==> config.mk <==
export PLATFORM = sky130hd
export DESIGN_NAME = stopwatch_button_conditioner
export DESIGN_NICKNAME = d
export VERILOG_FILES = /design/src/rtl/stopwatch_button_conditioner_pkg.sv /design/src/rtl/stopwatch_button_conditioner_debounce_channel.sv /design/src/rtl/stopwatch_button_conditioner.sv
export SDC_FILE = /design/constraint.sdc
export NUM_CORES = 1
export LEC_CHECK = 0
export ABC_CLOCK_PERIOD_IN_PS = 3100
export CAP_MARGIN = 0
export CORE_AREA = 2 2 138 140
export CTS_CLUSTER_SIZE = 25
export DETAILED_ROUTE_END_ITERATION = 12
export DIE_AREA = 0 0 140 142
export PLACE_DENSITY_LB_ADDON = 0.05
export SLEW_MARGIN = 20
export SYNTH_ARGS = -nofsm -noshare
export SYNTH_HDL_FRONTEND = slang
export SYNTH_SLANG_ARGS = --single-unit
==> constraint.sdc <==
create_clock -name CLK_50MHz -period 3.1 [get_ports CLK_50MHz]
set_clock_uncertainty 0.2 [all_clocks]
set_input_delay 0.31 -clock CLK_50MHz [delete_from_list [all_inputs] [get_ports CLK_50MHz]]
set_output_delay 0.31 -clock CLK_50MHz [all_outputs]
set_load 0.02 [all_outputs]
==> src/rtl/stopwatch_button_conditioner_pkg.sv <==
// rtl/stopwatch_button_conditioner_pkg.sv - shared types and helpers for the button conditioner
//
// Purpose: per-channel debounce FSM state encoding and the ms-to-cycles
//          conversion used to size the debounce and long-press counters.
// Ports:   none (package).

package stopwatch_button_conditioner_pkg;

  typedef enum logic [1:0] {
    ST_IDLE         = 2'd0,
    ST_PRESS_WAIT   = 2'd1,
    ST_PRESSED      = 2'd2,
    ST_RELEASE_WAIT = 2'd3
  } btn_state_e;

  // Integer clock cycles spanned by 'ms' milliseconds at 'clk_hz'.
  function automatic int unsigned ms_to_cycles(input int unsigned clk_hz,
                                               input int unsigned ms);
    return (clk_hz / 1000) * ms;
  endfunction

endpackage

==> src/rtl/stopwatch_button_conditioner_debounce_channel.sv <==
// rtl/stopwatch_button_conditioner_debounce_channel.sv - one key: synchronizer, debounce FSM, long-press timer
//
// Purpose: conditions a single raw active-low key into a debounced level and
//          single-cycle press / release / long-press pulses.
// Ports:
//   clk_i         clock
//   rst_ni        synchronous active-low reset
//   raw_n_i       raw asynchronous bouncing key, active low
//   level_n_o     debounced level, active low
//   press_o       1-cycle pulse when a press is accepted
//   release_o     1-cycle pulse when a release is accepted
//   long_press_o  1-cycle pulse once per press, LP_CYC cycles after press_o

module debounce_channel
  import stopwatch_button_conditioner_pkg::*;
#(
  parameter int DB_CYC = 20,
  parameter int LP_CYC = 100
) (
  input  logic clk_i,
  input  logic rst_ni,
  input  logic raw_n_i,
  output logic level_n_o,
  output logic press_o,
  output logic release_o,
  output logic long_press_o
);

  localparam int DB_W = (DB_CYC > 1) ? $clog2(DB_CYC) : 1;
  localparam int HOLD_W = (LP_CYC > 1) ? $clog2(LP_CYC) : 1;
  localparam logic [DB_W-1:0] DB_MAX = DB_W'(DB_CYC - 1);
  localparam logic [DB_W-1:0] DB_ONE = DB_W'(1);
  localparam logic [HOLD_W-1:0] HOLD_MAX = HOLD_W'(LP_CYC - 1);
  localparam logic [HOLD_W-1:0] HOLD_PRE = HOLD_W'(LP_CYC - 2);

  logic sync0_q, sync1_q;
  btn_state_e state_q, state_d;
  logic [DB_W-1:0] db_cnt_q, db_cnt_d;
  logic [HOLD_W-1:0] hold_cnt_q, hold_cnt_d;
  logic level_n_q, level_n_d;
  logic press_q, press_d;
  logic release_q, release_d;
  logic lp_hit_q, lp_hit_d;
  logic long_press_q;

  always_ff @(posedge clk_i) begin
    if (!rst_ni) begin
      sync0_q      <= 1'b1;
      sync1_q      <= 1'b1;
      state_q      <= ST_IDLE;
      db_cnt_q     <= '0;
      hold_cnt_q   <= '0;
      level_n_q    <= 1'b1;
      press_q      <= 1'b0;
      release_q    <= 1'b0;
      lp_hit_q     <= 1'b0;
      long_press_q <= 1'b0;
    end else begin
      sync0_q      <= raw_n_i;
      sync1_q      <= sync0_q;
      state_q      <= state_d;
      db_cnt_q     <= db_cnt_d;
      hold_cnt_q   <= hold_cnt_d;
      level_n_q    <= level_n_d;
      press_q      <= press_d;
      release_q    <= release_d;
      lp_hit_q     <= lp_hit_d;
      // One extra stage so the long-press pulse lands exactly LP_CYC
      // cycles after the press pulse (hold_cnt reaches its top one
      // cycle earlier because it starts from 0 on the press edge).
      long_press_q <= lp_hit_q;
    end
  end

  always_comb begin
    state_d    = state_q;
    db_cnt_d   = db_cnt_q;
    hold_cnt_d = hold_cnt_q;
    level_n_d  = level_n_q;
    press_d    = 1'b0;
    release_d  = 1'b0;
    lp_hit_d   = 1'b0;

    // Hold timer runs while the key is debounced-pressed, including the
    // release-qualification window; it saturates, so no auto-repeat.
    if ((state_q == ST_PRESSED || state_q == ST_RELEASE_WAIT) && hold_cnt_q != HOLD_MAX) begin
      hold_cnt_d = hold_cnt_q + 1'b1;
      lp_hit_d   = (hold_cnt_q == HOLD_PRE);
    end

    unique case (state_q)
      ST_IDLE: begin
        hold_cnt_d = '0;
        if (!sync1_q) begin
          state_d  = ST_PRESS_WAIT;
          db_cnt_d = DB_ONE;
        end
      end
      ST_PRESS_WAIT: begin
        if (sync1_q) begin
          state_d  = ST_IDLE;
          db_cnt_d = '0;
        end else if (db_cnt_q == DB_MAX) begin
          state_d    = ST_PRESSED;
          db_cnt_d   = '0;
          hold_cnt_d = '0;
          level_n_d  = 1'b0;
          press_d    = 1'b1;
        end else begin
          db_cnt_d = db_cnt_q + 1'b1;
        end
      end
      ST_PRESSED: begin
        if (sync1_q) begin
          state_d  = ST_RELEASE_WAIT;
          db_cnt_d = DB_ONE;
        end
      end
      ST_RELEASE_WAIT: begin
        if (!sync1_q) begin
          // Release bounce: return to PRESSED without a new press pulse and
          // keep the hold timer so long-press cannot fire twice.
          state_d  = ST_PRESSED;
          db_cnt_d = '0;
        end else if (db_cnt_q == DB_MAX) begin
          state_d    = ST_IDLE;
          db_cnt_d   = '0;
          hold_cnt_d = '0;
          lp_hit_d   = 1'b0;
          level_n_d  = 1'b1;
          release_d  = 1'b1;
        end else begin
          db_cnt_d = db_cnt_q + 1'b1;
        end
      end
      default: begin
        state_d  = ST_IDLE;
        db_cnt_d = '0;
      end
    endcase
  end

  assign level_n_o    = level_n_q;
  assign press_o      = press_q;
  assign release_o    = release_q;
  assign long_press_o = long_press_q;

endmodule

==> src/rtl/stopwatch_button_conditioner.sv <==
// rtl/stopwatch_button_conditioner.sv - stopwatch push-button front end
//
// Purpose: turns NUM_BTNS raw bouncing active-low keys into debounced
//          active-low levels plus press / release / long-press pulses.
//          Channels are independent; the top only slices vectors.
// Ports:
//   CLK_50MHz       system clock
//   reset_n         synchronous active-low reset
//   raw_btn_n       raw keys, active low, asynchronous
//   btn_level_n     debounced levels, active low
//   btn_press       1-cycle press pulses
//   btn_release     1-cycle release pulses
//   btn_long_press  1-cycle long-press pulses

module stopwatch_button_conditioner
  import stopwatch_button_conditioner_pkg::*;
#(
  parameter int NUM_BTNS      = 3,
  parameter int CLK_FREQ_HZ   = 50_000_000,
  parameter int DEBOUNCE_MS   = 10,
  parameter int LONG_PRESS_MS = 1000
) (
  input  logic                CLK_50MHz,
  input  logic                reset_n,
  input  logic [NUM_BTNS-1:0] raw_btn_n,
  output logic [NUM_BTNS-1:0] btn_level_n,
  output logic [NUM_BTNS-1:0] btn_press,
  output logic [NUM_BTNS-1:0] btn_release,
  output logic [NUM_BTNS-1:0] btn_long_press
);

  localparam int DB_CYC = int'(ms_to_cycles(CLK_FREQ_HZ, DEBOUNCE_MS));
  localparam int LP_CYC = int'(ms_to_cycles(CLK_FREQ_HZ, LONG_PRESS_MS));

  for (genvar g = 0; g < NUM_BTNS; g++) begin : g_chan
    debounce_channel #(
      .DB_CYC(DB_CYC),
      .LP_CYC(LP_CYC)
    ) u_chan (
      .clk_i        (CLK_50MHz),
      .rst_ni       (reset_n),
      .raw_n_i      (raw_btn_n[g]),
      .level_n_o    (btn_level_n[g]),
      .press_o      (btn_press[g]),
      .release_o    (btn_release[g]),
      .long_press_o (btn_long_press[g])
    );
  end

endmodule

==> results.cfg <==
[place]
place_area_mm2 = 0.00840
portBuffers = 16
dp_cells = 1179
dp_hpwl_um = 12300
place.gp.congestion = 0.799
post-place-ws_ps = 576

[detailed_routing]
via_per_inst = 5.69
vias = 6888
drc_errors = 0
drt.antenna.violating_nets = 0
firstDrtPassIters = 4
drt_iter0_markers = 380
wl_um = 17500
wl_per_cell_um = 14.5

[critical_path]
crit_buf_inv = 1
crit_fanout = 26
slowest_stage = or4b_4
crit_family = simple AND/OR/NAND/NOR gates
crit_path_cell_trace = or4b_4, nor4_4, nand3_1, o221ai_4, buf_4, nor3_1
critPathMaxStageDelay_ps = 520
critPathRequiredTime_ps = 3200
crit_type = reg -> reg
critPathLaunchType = flip-flop
critPathCaptureType = flip-flop
cp.arrival_ps = 2640

[synth]
synthMostInstantiatedCell = dfxtp_1
ys_seq_area_share_pct = 40.0
avgSynthCellArea_um2 = 8.44
ys.flop_type = dfxtp_1
yosysUniqueCellTypes = 68
yosys-top-cells-area = dfxtp_1 40%, xor2_1 5.1%, nand3_1 3.9%
synth_common_cells = 162 x dfxtp_1, 81 x nand2_1, 74 x nor2_1, 64 x nand3_1, 53 x a21oi_1
yosys.area.top_type = dfxtp_1
synthArstFlopShare_pct = 0
synth_edf_count = 0
ys_ff_latch = 162
synthCells = 961
synth_nets = 975
netlist_area_mm2 = 0.00811
synth_top_area_share_pct = 40.0
ys.warnings.count = 0

[power]
p_int_mw = 3.46
switching_power_uw = 918
power.share.combinational_pct = 1.9
irDropWorstVdd_v = 0.000367
p_seq_share_pct = 48.0
power_leakage_nw = 2.93
swShare_pct = 21.0
total_power_mw = 4.37
cellPowerDensity_mw_per_mm2 = 484
clkPwrFrac_pct = 50.1

[timing]
maxSlewViolCount = 0
finalCritPeriodShare_pct = 81.9
final.setup.worst_slack_ps = 560
rsz0062_at_grt = false
worst_pin_slew_ps = 758
setup_viol = 0
timing.fmax_mhz = 394
final.min_clock_period_ps = 2540
holdWs_ps = 205
hold_violations = 0
maxSlewHeadroom_pct = 48.8
tns_ps = 0

[die]
die_h_um = 142
core-area_mm2 = 0.0185
rows = 50
start_util_pct = 44.0
chipWidth_um = 140
io_pins = 17
die-area_mm2 = 0.0199

[layout]
final_cells = 1211
largest_reg_flops = 78
fin_util_pct = 48.9
drive_gt1_share_pct = 8.70
area_growth_pct = 11.4
top_regs = g_chan.u_chan.hold_cnt_q: 78 flops, g_chan.u_chan.db_cnt_q: 57 flops
n_antenna_cell = 0
post-route-cell-area_mm2 = 0.00903
regMostFlops = g_chan.u_chan.hold_cnt_q
final_nets = 978

[global_route]
grtUsageTotal_pct = 18.2
grt_max_degree = 27
grt_pass1_wl_um = 30200
antenna_found_initial = 0
grt_util_met1_pct = 24.3
gr-usage-met3_pct = 4.00
grt_overflow_total = 0
grt_busiest_layer = met2
met2_usage_pct = 30.0
grt_pass1_vias = 6478

[clock_tree]
cts_tree = built
clockRootBuffer = clkbuf_16
cts_setup_buffers = 0
clockBufferDepth = 2
clock-sinks = 162
hold_buffers = 0
cts_resized = 0
clk_pin_slew_ps = 60
worstSkewPairLatency_ps = 420
cts_htree_levels = 4
cts_buffers = 17

[run_status]
status = completed

[flow_run]
max_cap_viol_count = 0

[worst_hold_path]
hold_path.class = reg -> reg
==> cell usage in the layout, fill, tap and decap left out, drive strengths merged, types with 7 or more instances in the layout <==
cell type / instances
a21o: 8
a21oi: 54
a31oi: 19
and2: 16
and3: 29
and4: 13
buf: 18
clkbuf: 21
clkdlybuf4s50: 16
dfxtp: 162
ha: 9
inv: 24
nand2: 81
nand2b: 12
nand3: 64
nand4: 43
nor2: 85
nor3: 22
nor4: 21
nor4b: 7
o21ai: 47
o31ai: 9
or2: 8
or3: 26
or4: 12
xnor2: 20
xor2: 47
==> power groups by stage <==
| stage | clock network (mW) | registers, mW | logic, mW |
|---|---|---|---|
| 6_report | 2.19 | 2.10 | 0.0810 |
| 5_1_grt | 2.36 | 2.10 | 0.0905 |
| 4_1_cts | 2.26 | 2.10 | 0.0824 |
| 3_5_place_dp | 0 | 2.15 | 0.0820 |
| 3_3_place_gp | 0 | 2.15 | 0.0809 |
| 2_1_floorplan | 0 | 2.14 | 0.0584 |
==> cell families after synthesis <==
kind of cell / Yosys count / share of synthesized area [%]
adder cells (fa/ha/maj): 9 / 1.39
flip-flops: 162 / 40.0
XOR/XNOR: 67 / 7.23
AND/OR/NAND/NOR: 470 / 32.4
buffers and inverters: 74 / 4.81
AO/OA/AOI/OAI: 175 / 13.7
multiplexers: 4 / 0.494
==> final cells by class <==
type,count,area [um2]
fillers,1721,9420
repair buffers,34,295
clock inverters,11,154
clock buffers,21,470
well taps,234,293
multi-input cells,725,4490
inverters,24,90.1
flip-flops and latches,162,3240
==> path summary, 6_finish.rpt <==
check / cells past startpoint / slack, ps / startpoint / endpoint
setup / recovery: 6 / 560 / g_chan[0].u_chan.db_cnt_q[15] / g_chan[0].u_chan.hold_cnt_q[2]
hold / removal: 1 / 210 / g_chan[1].u_chan.sync0_q / g_chan[1].u_chan.sync1_q
setup reg to reg: 6 / 560 / g_chan[0].u_chan.db_cnt_q[15] / g_chan[0].u_chan.hold_cnt_q[2]
hold reg to reg: 1 / 210 / g_chan[1].u_chan.sync0_q / g_chan[1].u_chan.sync1_q
==> routing by layer <==
metal	vias to the layer above	share of wire, %
met1	3260	49
met5	-	0
met2	107	47
li1	3506	-
met4	0	0.98
met3	15	2.9
==> worst register-to-register path, stage by stage, from the launching register on <==
cell	delay, ps
dfxtp_1	440
or4b_4	520
nor4_4	410
nand3_1	200
o221ai_4	200
buf_4	340
nor3_1	100
Note: power is estimated with default switching activity, not from simulation.
